$ cat src/rtl/i2s_pkg.sv
// Shared I2S definitions: default frame geometry, receiver state codes and the stereo sample payload.
package i2s_pkg;

    localparam int unsigned I2S_DATA_BITS = 24;
    localparam int unsigned I2S_SLOT_BITS = 32;

    localparam logic [1:0] SYNC_WAIT = 2'd0;
    localparam logic [1:0] LEFT      = 2'd1;
    localparam logic [1:0] RIGHT     = 2'd2;

    typedef struct packed {
        logic signed [I2S_DATA_BITS-1:0] left;
        logic signed [I2S_DATA_BITS-1:0] right;
    } sample_pair_t;

    // Bit counter width able to hold 0..slot_bits inclusive (saturation value).
    function automatic int unsigned cnt_width(input int unsigned slot_bits);
        return $clog2(slot_bits + 1);
    endfunction

endpackage

$ cat src/rtl/sync_edge.sv
// Two-flop synchronizer for an asynchronous pin with a third stage for edge detection.
module sync_edge #(
    parameter logic RST_VAL = 1'b0
) (
    input  logic clk,
    input  logic rst_n,
    input  logic d,
    output logic q,
    output logic rise_c,
    output logic fall_c
);

    // s1/s2 are the ASYNC_REG false-path pair; s3 only feeds edge detection.
    logic s1;
    logic s2;
    logic s3;

    always_ff @(posedge clk or negedge rst_n) begin
        if (!rst_n) begin
            s1 <= RST_VAL;
            s2 <= RST_VAL;
            s3 <= RST_VAL;
        end else begin
            s1 <= d;
            s2 <= s1;
            s3 <= s2;
        end
    end

    assign q      = s2;
    assign rise_c = s2 & ~s3;
    assign fall_c = ~s2 & s3;

endmodule

$ cat src/rtl/i2s_rx.sv
// I2S capture: oversamples SCLK/LRCLK/DOUT, deserializes each stereo frame and writes
// one {left, right} pair per frame into an external FIFO.
module i2s_rx
    import i2s_pkg::*;
#(
    parameter int unsigned DATA_BITS = I2S_DATA_BITS,
    parameter int unsigned SLOT_BITS = I2S_SLOT_BITS
) (
    input  logic                     CLK,
    input  logic                     RESET_N,
    input  logic                     ENABLE,
    input  logic                     CLEAR,
    input  logic                     SCLK,
    input  logic                     LRCLK,
    input  logic                     DOUT,
    input  logic                     FIFO_FULL,
    output logic                     FIFO_WRITE,
    output logic [2*DATA_BITS-1:0]   AUDIO,
    output logic                     OVERRUN,
    output logic                     FRAME_ERR
);

    localparam int unsigned CNT_W  = cnt_width(SLOT_BITS);
    localparam int unsigned PAIR_W = 2 * DATA_BITS;

    logic sclk_rise;
    logic sclk_s_unused;
    logic sclk_fall_unused;
    logic lr_s;
    logic lr_rise_unused;
    logic lr_fall_unused;
    logic dout_s;
    logic dout_rise_unused;
    logic dout_fall_unused;

    sync_edge #(.RST_VAL(1'b0)) u_sync_sclk (
        .clk    (CLK),
        .rst_n  (RESET_N),
        .d      (SCLK),
        .q      (sclk_s_unused),
        .rise_c (sclk_rise),
        .fall_c (sclk_fall_unused)
    );

    // LRCLK resets high to agree with lr_prev, so no phantom boundary follows reset.
    sync_edge #(.RST_VAL(1'b1)) u_sync_lr (
        .clk    (CLK),
        .rst_n  (RESET_N),
        .d      (LRCLK),
        .q      (lr_s),
        .rise_c (lr_rise_unused),
        .fall_c (lr_fall_unused)
    );

    sync_edge #(.RST_VAL(1'b0)) u_sync_dout (
        .clk    (CLK),
        .rst_n  (RESET_N),
        .d      (DOUT),
        .q      (dout_s),
        .rise_c (dout_rise_unused),
        .fall_c (dout_fall_unused)
    );

    logic [1:0]           state_q,     state_d;
    logic [CNT_W-1:0]     cnt_q,       cnt_d;
    logic                 lr_prev_q,   lr_prev_d;
    logic [DATA_BITS-1:0] shift_q,     shift_d;
    logic [DATA_BITS-1:0] left_q,      left_d;
    logic [PAIR_W-1:0]    audio_q,     audio_d;
    logic                 write_q,     write_d;
    logic                 overrun_q,   overrun_d;
    logic                 frame_err_q, frame_err_d;

    logic [DATA_BITS-1:0] shift_in_c;
    logic                 take_bit_c;
    logic                 word_done_c;

    assign shift_in_c  = {shift_q[DATA_BITS-2:0], dout_s};
    assign take_bit_c  = (cnt_q < CNT_W'(DATA_BITS));
    assign word_done_c = (cnt_q == CNT_W'(DATA_BITS - 1));

    always_ff @(posedge CLK or negedge RESET_N) begin
        if (!RESET_N) begin
            state_q     <= SYNC_WAIT;
            cnt_q       <= '0;
            lr_prev_q   <= 1'b1;
            shift_q     <= '0;
            left_q      <= '0;
            audio_q     <= '0;
            write_q     <= 1'b0;
            overrun_q   <= 1'b0;
            frame_err_q <= 1'b0;
        end else begin
            state_q     <= state_d;
            cnt_q       <= cnt_d;
            lr_prev_q   <= lr_prev_d;
            shift_q     <= shift_d;
            left_q      <= left_d;
            audio_q     <= audio_d;
            write_q     <= write_d;
            overrun_q   <= overrun_d;
            frame_err_q <= frame_err_d;
        end
    end

    // Slot tracking, deserialization, pair emission and sticky error flags.
    always_comb begin
        state_d     = state_q;
        cnt_d       = cnt_q;
        lr_prev_d   = lr_prev_q;
        shift_d     = shift_q;
        left_d      = left_q;
        audio_d     = audio_q;
        write_d     = 1'b0;
        overrun_d   = overrun_q;
        frame_err_d = frame_err_q;

        // lr_prev follows LRCLK even while disabled so re-enable sees only real boundaries.
        if (sclk_rise) begin
            lr_prev_d = lr_s;
        end

        if (!ENABLE) begin
            state_d = SYNC_WAIT;
            cnt_d   = '0;
        end else if (sclk_rise) begin
            if (lr_s != lr_prev_q) begin
                // The bit at a boundary edge is the previous slot's trailing bit.
                cnt_d   = '0;
                shift_d = '0;
                case (state_q)
                    LEFT, RIGHT: begin
                        if (cnt_q != CNT_W'(SLOT_BITS - 1)) begin
                            frame_err_d = 1'b1;
                            state_d     = SYNC_WAIT;
                        end else begin
                            state_d = lr_s ? RIGHT : LEFT;
                        end
                    end
                    default: begin
                        if (!lr_s) begin
                            state_d = LEFT;
                        end
                    end
                endcase
            end else begin
                if (cnt_q != CNT_W'(SLOT_BITS)) begin
                    cnt_d = cnt_q + CNT_W'(1);
                end
                if (state_q != SYNC_WAIT && take_bit_c) begin
                    shift_d = shift_in_c;
                end
                if (state_q == LEFT && word_done_c) begin
                    left_d = shift_in_c;
                end
                if (state_q == RIGHT && word_done_c) begin
                    if (FIFO_FULL) begin
                        overrun_d = 1'b1;
                    end else begin
                        write_d = 1'b1;
                        audio_d = {left_q, shift_in_c};
                    end
                end
            end
        end

        if (CLEAR) begin
            overrun_d   = 1'b0;
            frame_err_d = 1'b0;
        end
    end

    assign FIFO_WRITE = write_q;
    assign AUDIO      = audio_q;
    assign OVERRUN    = overrun_q;
    assign FRAME_ERR  = frame_err_q;

endmodule

$ cat config.mk
export PLATFORM = sky130hd
export DESIGN_NAME = i2s_rx
export DESIGN_NICKNAME = d
export VERILOG_FILES = /design/src/rtl/i2s_pkg.sv /design/src/rtl/sync_edge.sv /design/src/rtl/i2s_rx.sv
export SDC_FILE = /design/constraint.sdc
export NUM_CORES = 1
export LEC_CHECK = 0
export CAP_MARGIN = 20
export CORE_MARGIN = 4
export CORE_UTILIZATION = 37
export CTS_BUF_LIST = sky130_fd_sc_hd__clkbuf_8
export CTS_CLUSTER_DIAMETER = 100
export CTS_CLUSTER_SIZE = 12
export DETAILED_ROUTE_END_ITERATION = 7
export GPL_ROUTABILITY_DRIVEN = 0
export SLEW_MARGIN = 20
export SYNTH_ARGS = -nofsm -noshare
export SYNTH_HDL_FRONTEND = slang
export SYNTH_SLANG_ARGS = --single-unit
$ cat constraint.sdc
create_clock -name CLK -period 3.4 [get_ports CLK]
set_clock_uncertainty 0.1 [all_clocks]
set_input_delay 0.85 -clock CLK [delete_from_list [all_inputs] [get_ports CLK]]
set_output_delay 0.85 -clock CLK [all_outputs]
set_load 0.02 [all_outputs]
==> summary.txt, run 1 <==
Worst setup path
  • Crit path max fanout: 48
  • Setup crit start: ENABLE
  • Critical R2R Launch: cnt_q[1]$_DFFE_PN0P_
  • Critical Path AT: 2770 ps
  • Setup crit end kind: flip-flop
  • Max stage delay on crit path: 580 ps
  • CP top delay family: buffers and inverters
  • CP Launch Type: input pin
  • Critical-path cell list: clkdlybuf4s50_1 -> and3b_1 -> nand4_4 -> buf_4 -> mux2_2
  • Data required time of the worst path: 3610 ps
  • Worst path bufs/invs: 2
  • CP Class: in2reg
  • Slowest cell on crit path: buf_4

Clock tree
  • Bufs on Longest Clock Path: 2
  • CTS Hold Buffers Added: 0
  • Post-CTS Setup Inserts: 0
  • TritonCTS clock tree: yes
  • Clk sinks: 114
  • CTS clk-pin slew, worst paths: 80 ps
  • Skew-Pair Late Insertion Delay: 420 ps
  • CTS Root Cell: clkbuf_8
  • Num CTS Buffers: 17
  • CTS H-Tree Depth: 4
  • Post-CTS sizing: 0

STA
  • RSZ-0062 raised after global routing: no
  • Final Critical Period: 2560 ps
  • Final slew viol count: 0
  • Period utilisation layout: 75.3%
  • Final setup margin: 840 ps
  • Slew headroom: 30.5%
  • Fmax: 391 MHz
  • Setup TNS: 0 ps
  • Slew @ Worst Pin: 1040 ps
  • Final setup fails: 0
  • Final Hold Fails: 0

Floorplanning
  • Die Ht: 120 um
  • Site Rows: 40
  • Core area: 12100 um2
  • Full die area: 14300 um2
  • Starting density of the core: 38.0%
  • DIE WIDTH: 120 um
  • I/O pin count: 59

Finish
  • Nets: 386
  • Filler Cell Count: 1059
  • Area of the multi-input gates: 1630 um2
  • Area delta synth->final: 25.7%
  • Post-route cell area: 5790 um2
  • Ant diodes: 0
  • Final core occ: 47.8%
  • Share of layout cells above drive strength 1: 30.8%
  • Seq. cell area: 2860 um2

Flow run
  • Maximum capacitance violations: 0

Global routing
  • GRT Total Usage: 13.1%
  • Initial antenna violation count: 0
  • Pin count of the biggest net entering global routing: 54
  • Vias in the first global route: 2778
  • Gr ovfl total: 0
  • Global-route wire length before repair: 14700 um

Logic synthesis
  • Syn Area/Cell: 14.9 um2
  • Distinct cell type count after synthesis: 40
  • Ys Warns: 0
  • Async SR Flop Fraction: 100%
  • Cell count after synthesis: 308
  • Mapped Nets: 321
  • Post-synth top cells: dfrtp_1, mux2_2, a22o_1, mux2_4, nand2_1
  • Synthesized area: 4600 um2
  • Yosys top cell by area: dfrtp_1
  • Top_reg_cell synth: dfrtp_1
  • Number of synthesized register bits: 114
  • Synth top area share: 60.3%
  • Sequential area share after synthesis: 62.0%
  • Synth top area cells: dfrtp_1, mux2_2, mux2_4
  • Count of flip-flops with a built-in enable after synthesis: 0
  • Most common cell in the netlist: dfrtp_1

Detailed routing
  • Via/cell ratio: 4.91
  • DRT Pass-1 Iters: 4
  • DRC violations left: 0
  • Avg WL per Cell: 15.6 um
  • Iter 0 DRT Violations: 158
  • Routed WL: 8640 um
  • Post-detailed-route count of antenna-violating nets: 0
  • Via count: 2720

Hold path
  • Hold Path Class: reg2reg
  • Hold Startpoint: u_sync_sclk.s1$_DFF_PN0_

Pwr
  • Worst vdd ir: 264 uV
  • Leakage: 0.00279 uW
  • Tot Pwr: 2790 uW
  • Pwr Density: 482 nW/um2

Place
  • DP Worst Slack: 421 ps
  • Port bufs: 58
  • Post-Place Cell Area: 5360 um2
  • DPL Wire Length: 5490 um

Outcome
  • Status: finished, final reports clean
[layout make-up]
cell class              instances  area share (%)
repair buffers                 64            11.0
flip-flops and latches        114            49.4
inverters                       7           0.454
well taps                     168            3.63
multi-input cells             169            28.2
clock inverters                14            3.07
clock buffers                  18            4.28
[where the power goes]
part           switching [uW]  internal, uW
clock                     579           754
sequential               8.54          1370
combinational            59.0          23.9
total                     646          2140
[sequential cells by signal, indices dropped and copies added (netlist names), 2 cells and up]
name and cells:
left_q 24, AUDIO 48, cnt_q 6, shift_q 23, state_q 2
[cells in the final DEF, fill, tap and decap left out, drive strengths merged, types with 6 or more instances in the layout]
cell / netlist / routed
dfrtp: 111 / 111
mux2: 72 / 72
clkdlybuf4s50: 0 / 57
a22o: 23 / 23
clkbuf: 7 / 18
nand2: 12 / 12
inv: 7 / 10
buf: 11 / 7
clkinv: 0 / 7
nand2b: 6 / 6
nand4: 6 / 6
[layer usage]
metal	routed length (um)	vias up	GRT usage, %
met5	0	-	0
met4	142	0	4.80
met3	443	11	4.67
met2	4100	59	19.4
met1	3950	1381	17.8
li1	-	1269	-
[path summary, 6_finish.rpt]
path | to | slack [ps] | cells past startpoint
worst min register to register | u_sync_sclk.q$_DFF_PN0_ | 250 | 0
worst max-delay path | AUDIO[43]$_DFFE_PN0P_ | 840 | 5
max in group asynchronous | AUDIO[25]$_DFFE_PN0P_ | 2200 | 2
worst min-delay path | u_sync_sclk.q$_DFF_PN0_ | 250 | 0
min in group asynchronous | AUDIO[31]$_DFFE_PN0P_ | 320 | 1
worst max register to register | AUDIO[19]$_DFFE_PN0P_ | 1060 | 5
[logic make-up after synthesis]
group | share of synthesized area (%)
xor+xnor | 0.544
simple gates | 6.68
compound gates | 7.34
flops | 62.0
buf+inv | 2.80
mux | 19.2
fa+ha+maj | 1.36
[stage by stage]
stage,hold WS (ps),instances
final,250,554
after global routing,269,554
after CTS,250,554
after detailed placement,235,522
after global placement,234,522
after floorplan,231,308
(Power assumes the default switching activity.)
==> run 2, diff against run 1 <==
Clock period 3.4 ns to 2.5 ns, I/O delays scaled along.
==> summary.txt, run 2 (synthesis gave the netlist of run 1 again) <==
Finish
  • Area delta synth->final: 26.9%
  • Area of the multi-input gates: 1630 um2
  • Filler Cell Count: 1087
  • Commonest non-fill, non-tap cells in the layout: dfrtp_1, clkdlybuf4s50_1, mux2_2
  • Most common cell after layout, fill and taps aside: dfrtp_1
  • Seq. cell area: 2860 um2
  • Max reg flops: 48
  • Share of layout cells above drive strength 1: 31.5%
  • Ant diodes: 0
  • Post-route cell area: 5840 um2
  • Nets: 390

Detailed routing
  • Avg WL per Cell: 15.8 um
  • Post-detailed-route count of antenna-violating nets: 0
  • Via/cell ratio: 4.96
  • DRC violations left: 0
  • Routed WL: 8790 um
  • Iter 0 DRT Violations: 192
  • DRT Pass-1 Iters: 4
  • Via count: 2768

Floorplanning
  • Full die area: 14300 um2
  • DIE WIDTH: 120 um
  • Core area: 12100 um2
  • Starting density of the core: 38.0%
  • Site Rows: 40
  • Die Ht: 120 um
  • I/O pin count: 59

Worst setup path
  • Critical Path AT: 1450 ps
  • Worst path bufs/invs: 1
  • Reg2reg setup slack: 360 ps
  • CP Class: reg2out
  • Critical R2R Capture: AUDIO[23]$_DFFE_PN0P_
  • Data required time of the worst path: 1770 ps
  • Setup crit end kind: output pin
  • CP top delay family: buffers and inverters
  • Max stage delay on crit path: 620 ps
  • Critical path endpoint: AUDIO[25]
  • Slowest cell on crit path: clkdlybuf4s50_1
  • Critical Path Stages: 1
  • Critical-path cell list: clkdlybuf4s50_1
  • Crit path max fanout: 2
  • Critical R2R Launch: cnt_q[1]$_DFFE_PN0P_
  • R2R cell count: 6
  • Setup crit start: AUDIO[25]$_DFFE_PN0P_
  • CP Launch Type: flip-flop

Place
  • Post-Place Cell Area: 5420 um2
  • Port bufs: 58
  • DP Worst Slack: 6.55 ps
  • DPL Wire Length: 5590 um

Clock tree
  • Clk sinks: 114
  • TritonCTS clock tree: yes
  • Skew-Pair Late Insertion Delay: 430 ps
  • Bufs on Longest Clock Path: 2
  • Num CTS Buffers: 17
  • CTS Root Cell: clkbuf_8
  • CTS Hold Buffers Added: 0
  • CTS clk-pin slew, worst paths: 70 ps
  • Post-CTS sizing: 0
  • Post-CTS Setup Inserts: 0
  • CTS H-Tree Depth: 4

STA
  • Final slew viol count: 0
  • Fmax: 460 MHz
  • Setup TNS: 0 ps
  • Final Critical Period: 2170 ps
  • Final setup fails: 0
  • Slew @ Worst Pin: 997 ps
  • RSZ-0062 raised after global routing: no
  • Final Hold Fails: 0
  • Period utilisation layout: 87.0%
  • Slew headroom: 33.5%
  • Final setup margin: 325 ps

Outcome
  • Status: finished, final reports clean

Pwr
  • Worst vdd ir: 309 uV
  • Pwr Density: 653 nW/um2
  • Leakage: 0.00281 uW

Global routing
  • Initial antenna violation count: 0
  • GRT Total Usage: 13.2%
  • Global-route wire length before repair: 14700 um
  • Vias in the first global route: 2847
  • Gr ovfl total: 0
  • Pin count of the biggest net entering global routing: 52

Hold path
  • Hold Path Class: in2async

Flow run
  • Maximum capacitance violations: 0
==> run 2: cell count changes in the layout (fill, tap and decap cells not counted), sizes merged <==
cell      previous run  this run
inv                 10         9
buf                  7        11
clkinvlp             1         3
clkinv               7         6
==> run 2: worst min path at each step <==
stage / startpoint / end / slack, ps / cells after the start
6_report: RESET_N / AUDIO[31]$_DFFE_PN0P_ / 40 / 1
3_5_place_dp: u_sync_sclk.s1$_DFF_PN0_ / u_sync_sclk.q$_DFF_PN0_ / 240 / 0
4_1_cts: RESET_N / AUDIO[31]$_DFFE_PN0P_ / 30 / 1
3_3_place_gp: u_sync_dout.s1$_DFF_PN0_ / u_sync_dout.q$_DFF_PN0_ / 230 / 0
2_1_floorplan: RESET_N / AUDIO[0]$_DFFE_PN0P_ / 230 / 0
5_1_grt: RESET_N / AUDIO[31]$_DFFE_PN0P_ / 40 / 1
==> run 2: layer usage <==
layer  routed length [um]  up-vias  global-route usage, %
li1                     -     1264                      -
met1                 4060     1438                   17.2
met2                 4180       54                   20.0
met3                  412       12                   5.09
met4                  136        0                   5.15
met5                    0        -                      0
==> run 2: power breakdown <==
part           switching (uW)  internal, uW
logic                    82.4          36.5
registers                11.4          1860
clock network             806          1020
==> run 2: layout make-up <==
cell class | count | share of cell area, %
clock buffers | 18 | 4.24
flip-flops and latches | 114 | 48.9
well taps | 168 | 3.60
inverters | 7 | 0.450
clock inverters | 14 | 3.06
multi-input cells | 169 | 27.9
repair buffers | 68 | 11.8
==> run 2: through the flow <==
step	power, uW	utilization [%]	cells	hold WS, ps
6_report	3810	48.2	558	39.4
5_1_grt	3970	48.2	558	40.6
4_1_cts	3870	48.2	558	33.1
3_5_place_dp	2030	44.7	526	241
3_3_place_gp	2020	44.7	526	232
2_1_floorplan	1950	-	308	229
==> run 3, diff against run 2 <==
Settings changed: CORE_MARGIN 4 to 5.
==> summary.txt, run 3 (synthesis gave the netlist of run 1 again) <==
Pwr
  • Net Sw Frac: 22.4%
  • Flop pwr share: 51.0%
  • Pwr Density: 626 nW/um2
  • Worst vdd ir: 297 uV
  • Clock share of power: 45.7%
  • Net Sw Power: 819 uW
  • Leakage: 0.00284 uW
  • Cell internal pwr: 2840 uW
  • Combinational Power Share: 3.2%

Detailed routing
  • Iter 0 DRT Violations: 116
  • DRT Pass-1 Iters: 5
  • Routed WL: 8510 um
  • Via count: 2725
  • Via/cell ratio: 4.86
  • DRC violations left: 0
  • Avg WL per Cell: 15.2 um
  • Post-detailed-route count of antenna-violating nets: 0

Clock tree
  • CTS clk-pin slew, worst paths: 70 ps
  • CTS H-Tree Depth: 4
  • CTS Hold Buffers Added: 0
  • Bufs on Longest Clock Path: 2
  • CTS Root Cell: clkbuf_8
  • Clk sinks: 114
  • TritonCTS clock tree: yes
  • Skew-Pair Late Insertion Delay: 430 ps
  • Post-CTS Setup Inserts: 0
  • Num CTS Buffers: 17
  • Post-CTS sizing: 0

STA
  • Slew headroom: 34.1%
  • Slew @ Worst Pin: 989 ps
  • Final setup fails: 0
  • Final setup margin: 339 ps
  • Fmax: 463 MHz
  • Period utilisation layout: 86.4%
  • Final slew viol count: 0
  • Setup TNS: 0 ps
  • Final Critical Period: 2160 ps
  • RSZ-0062 raised after global routing: no
  • Final Hold Fails: 0

Finish
  • Most common cell after layout, fill and taps aside: dfrtp_1
  • Max reg flops: 48
  • Area delta synth->final: 27.1%
  • Commonest non-fill, non-tap cells in the layout: dfrtp_1, clkdlybuf4s50_1, mux2_2
  • Share of layout cells above drive strength 1: 31.3%
  • Nets: 393
  • Ant diodes: 0
  • Final core occ: 48.3%

Floorplanning
  • Die Ht: 122 um
  • Full die area: 14800 um2
  • Core area: 12100 um2
  • Site Rows: 40
  • DIE WIDTH: 122 um
  • Starting density of the core: 38.0%
  • I/O pin count: 59

Worst setup path
  • Critical-path cell list: clkdlybuf4s50_1
  • Critical Path Stages: 1
  • Critical R2R Launch: state_q[0]$_DFFE_PN0P_
  • Reg2reg setup slack: 410 ps
  • CP Class: reg2out
  • R2R cell count: 7
  • Critical Path AT: 1440 ps
  • Worst path bufs/invs: 1
  • Max stage delay on crit path: 620 ps
  • Setup crit end kind: output pin
  • Critical path endpoint: AUDIO[1]
  • Critical R2R Capture: AUDIO[19]$_DFFE_PN0P_
  • CP top delay family: buffers and inverters
  • Data required time of the worst path: 1770 ps
  • Setup crit start: AUDIO[1]$_DFFE_PN0P_
  • Slowest cell on crit path: clkdlybuf4s50_1
  • Crit path max fanout: 2
  • CP Launch Type: flip-flop

Place
  • DP Worst Slack: -3.06 ps
  • Port bufs: 58
  • DPL Wire Length: 5680 um

Global routing
  • Initial antenna violation count: 0
  • GRT Total Usage: 12.7%
  • Pin count of the biggest net entering global routing: 40
  • Global-route wire length before repair: 14500 um
  • Vias in the first global route: 2939
  • Gr ovfl total: 0

Flow run
  • Maximum capacitance violations: 0

Hold path
  • Hold Path Class: in2async

Outcome
  • Status: finished, final reports clean
-- run 3: layout make-up --
cell class,count,area [um2]
clock buffers,20,275
fillers,1091,6260
repair buffers,71,738
multi-input cells,169,1630
well taps,168,210
inverters,7,26.3
clock inverters,12,116
flip-flops and latches,114,2860
-- run 3: stage by stage --
stage | hold WS, ps | instances | total power, uW | area [um2]
after global routing | 85.3 | 561 | 3810 | 5850
after detailed placement | 237 | 529 | 2030 | 5460
after floorplan | 229 | 308 | 1950 | 4600
final | 72.2 | 561 | 3660 | 5850
after global placement | 232 | 529 | 2020 | 5460
after CTS | 60.7 | 561 | 3720 | 5850
-- run 3: how the worst min path moves through the flow --
stage,endpoint,slack (ps),cells past startpoint,start
2_1_floorplan,AUDIO[0]$_DFFE_PN0P_,230,0,RESET_N
3_3_place_gp,u_sync_dout.q$_DFF_PN0_,230,0,u_sync_dout.s1$_DFF_PN0_
3_5_place_dp,u_sync_dout.q$_DFF_PN0_,240,0,u_sync_dout.s1$_DFF_PN0_
4_1_cts,AUDIO[31]$_DFFE_PN0P_,60,1,RESET_N
5_1_grt,AUDIO[31]$_DFFE_PN0P_,90,1,RESET_N
6_report,AUDIO[29]$_DFFE_PN0P_,70,1,RESET_N
-- run 3: power by group through the flow --
stage,clock network [uW],logic (uW),registers (uW)
2_1_floorplan,0,47.7,1900
3_3_place_gp,0,121,1900
3_5_place_dp,0,123,1900
4_1_cts,1730,123,1870
5_1_grt,1810,136,1870
6_report,1680,119,1870
-- run 3: per-layer routing --
layer | vias to the layer above | global-route usage (%) | wire length [um]
li1 | 1280 | - | -
met1 | 1380 | 15.8 | 3910
met2 | 51 | 19.6 | 3990
met3 | 14 | 5.25 | 462
met4 | 0 | 5.39 | 144
met5 | - | 0 | 0
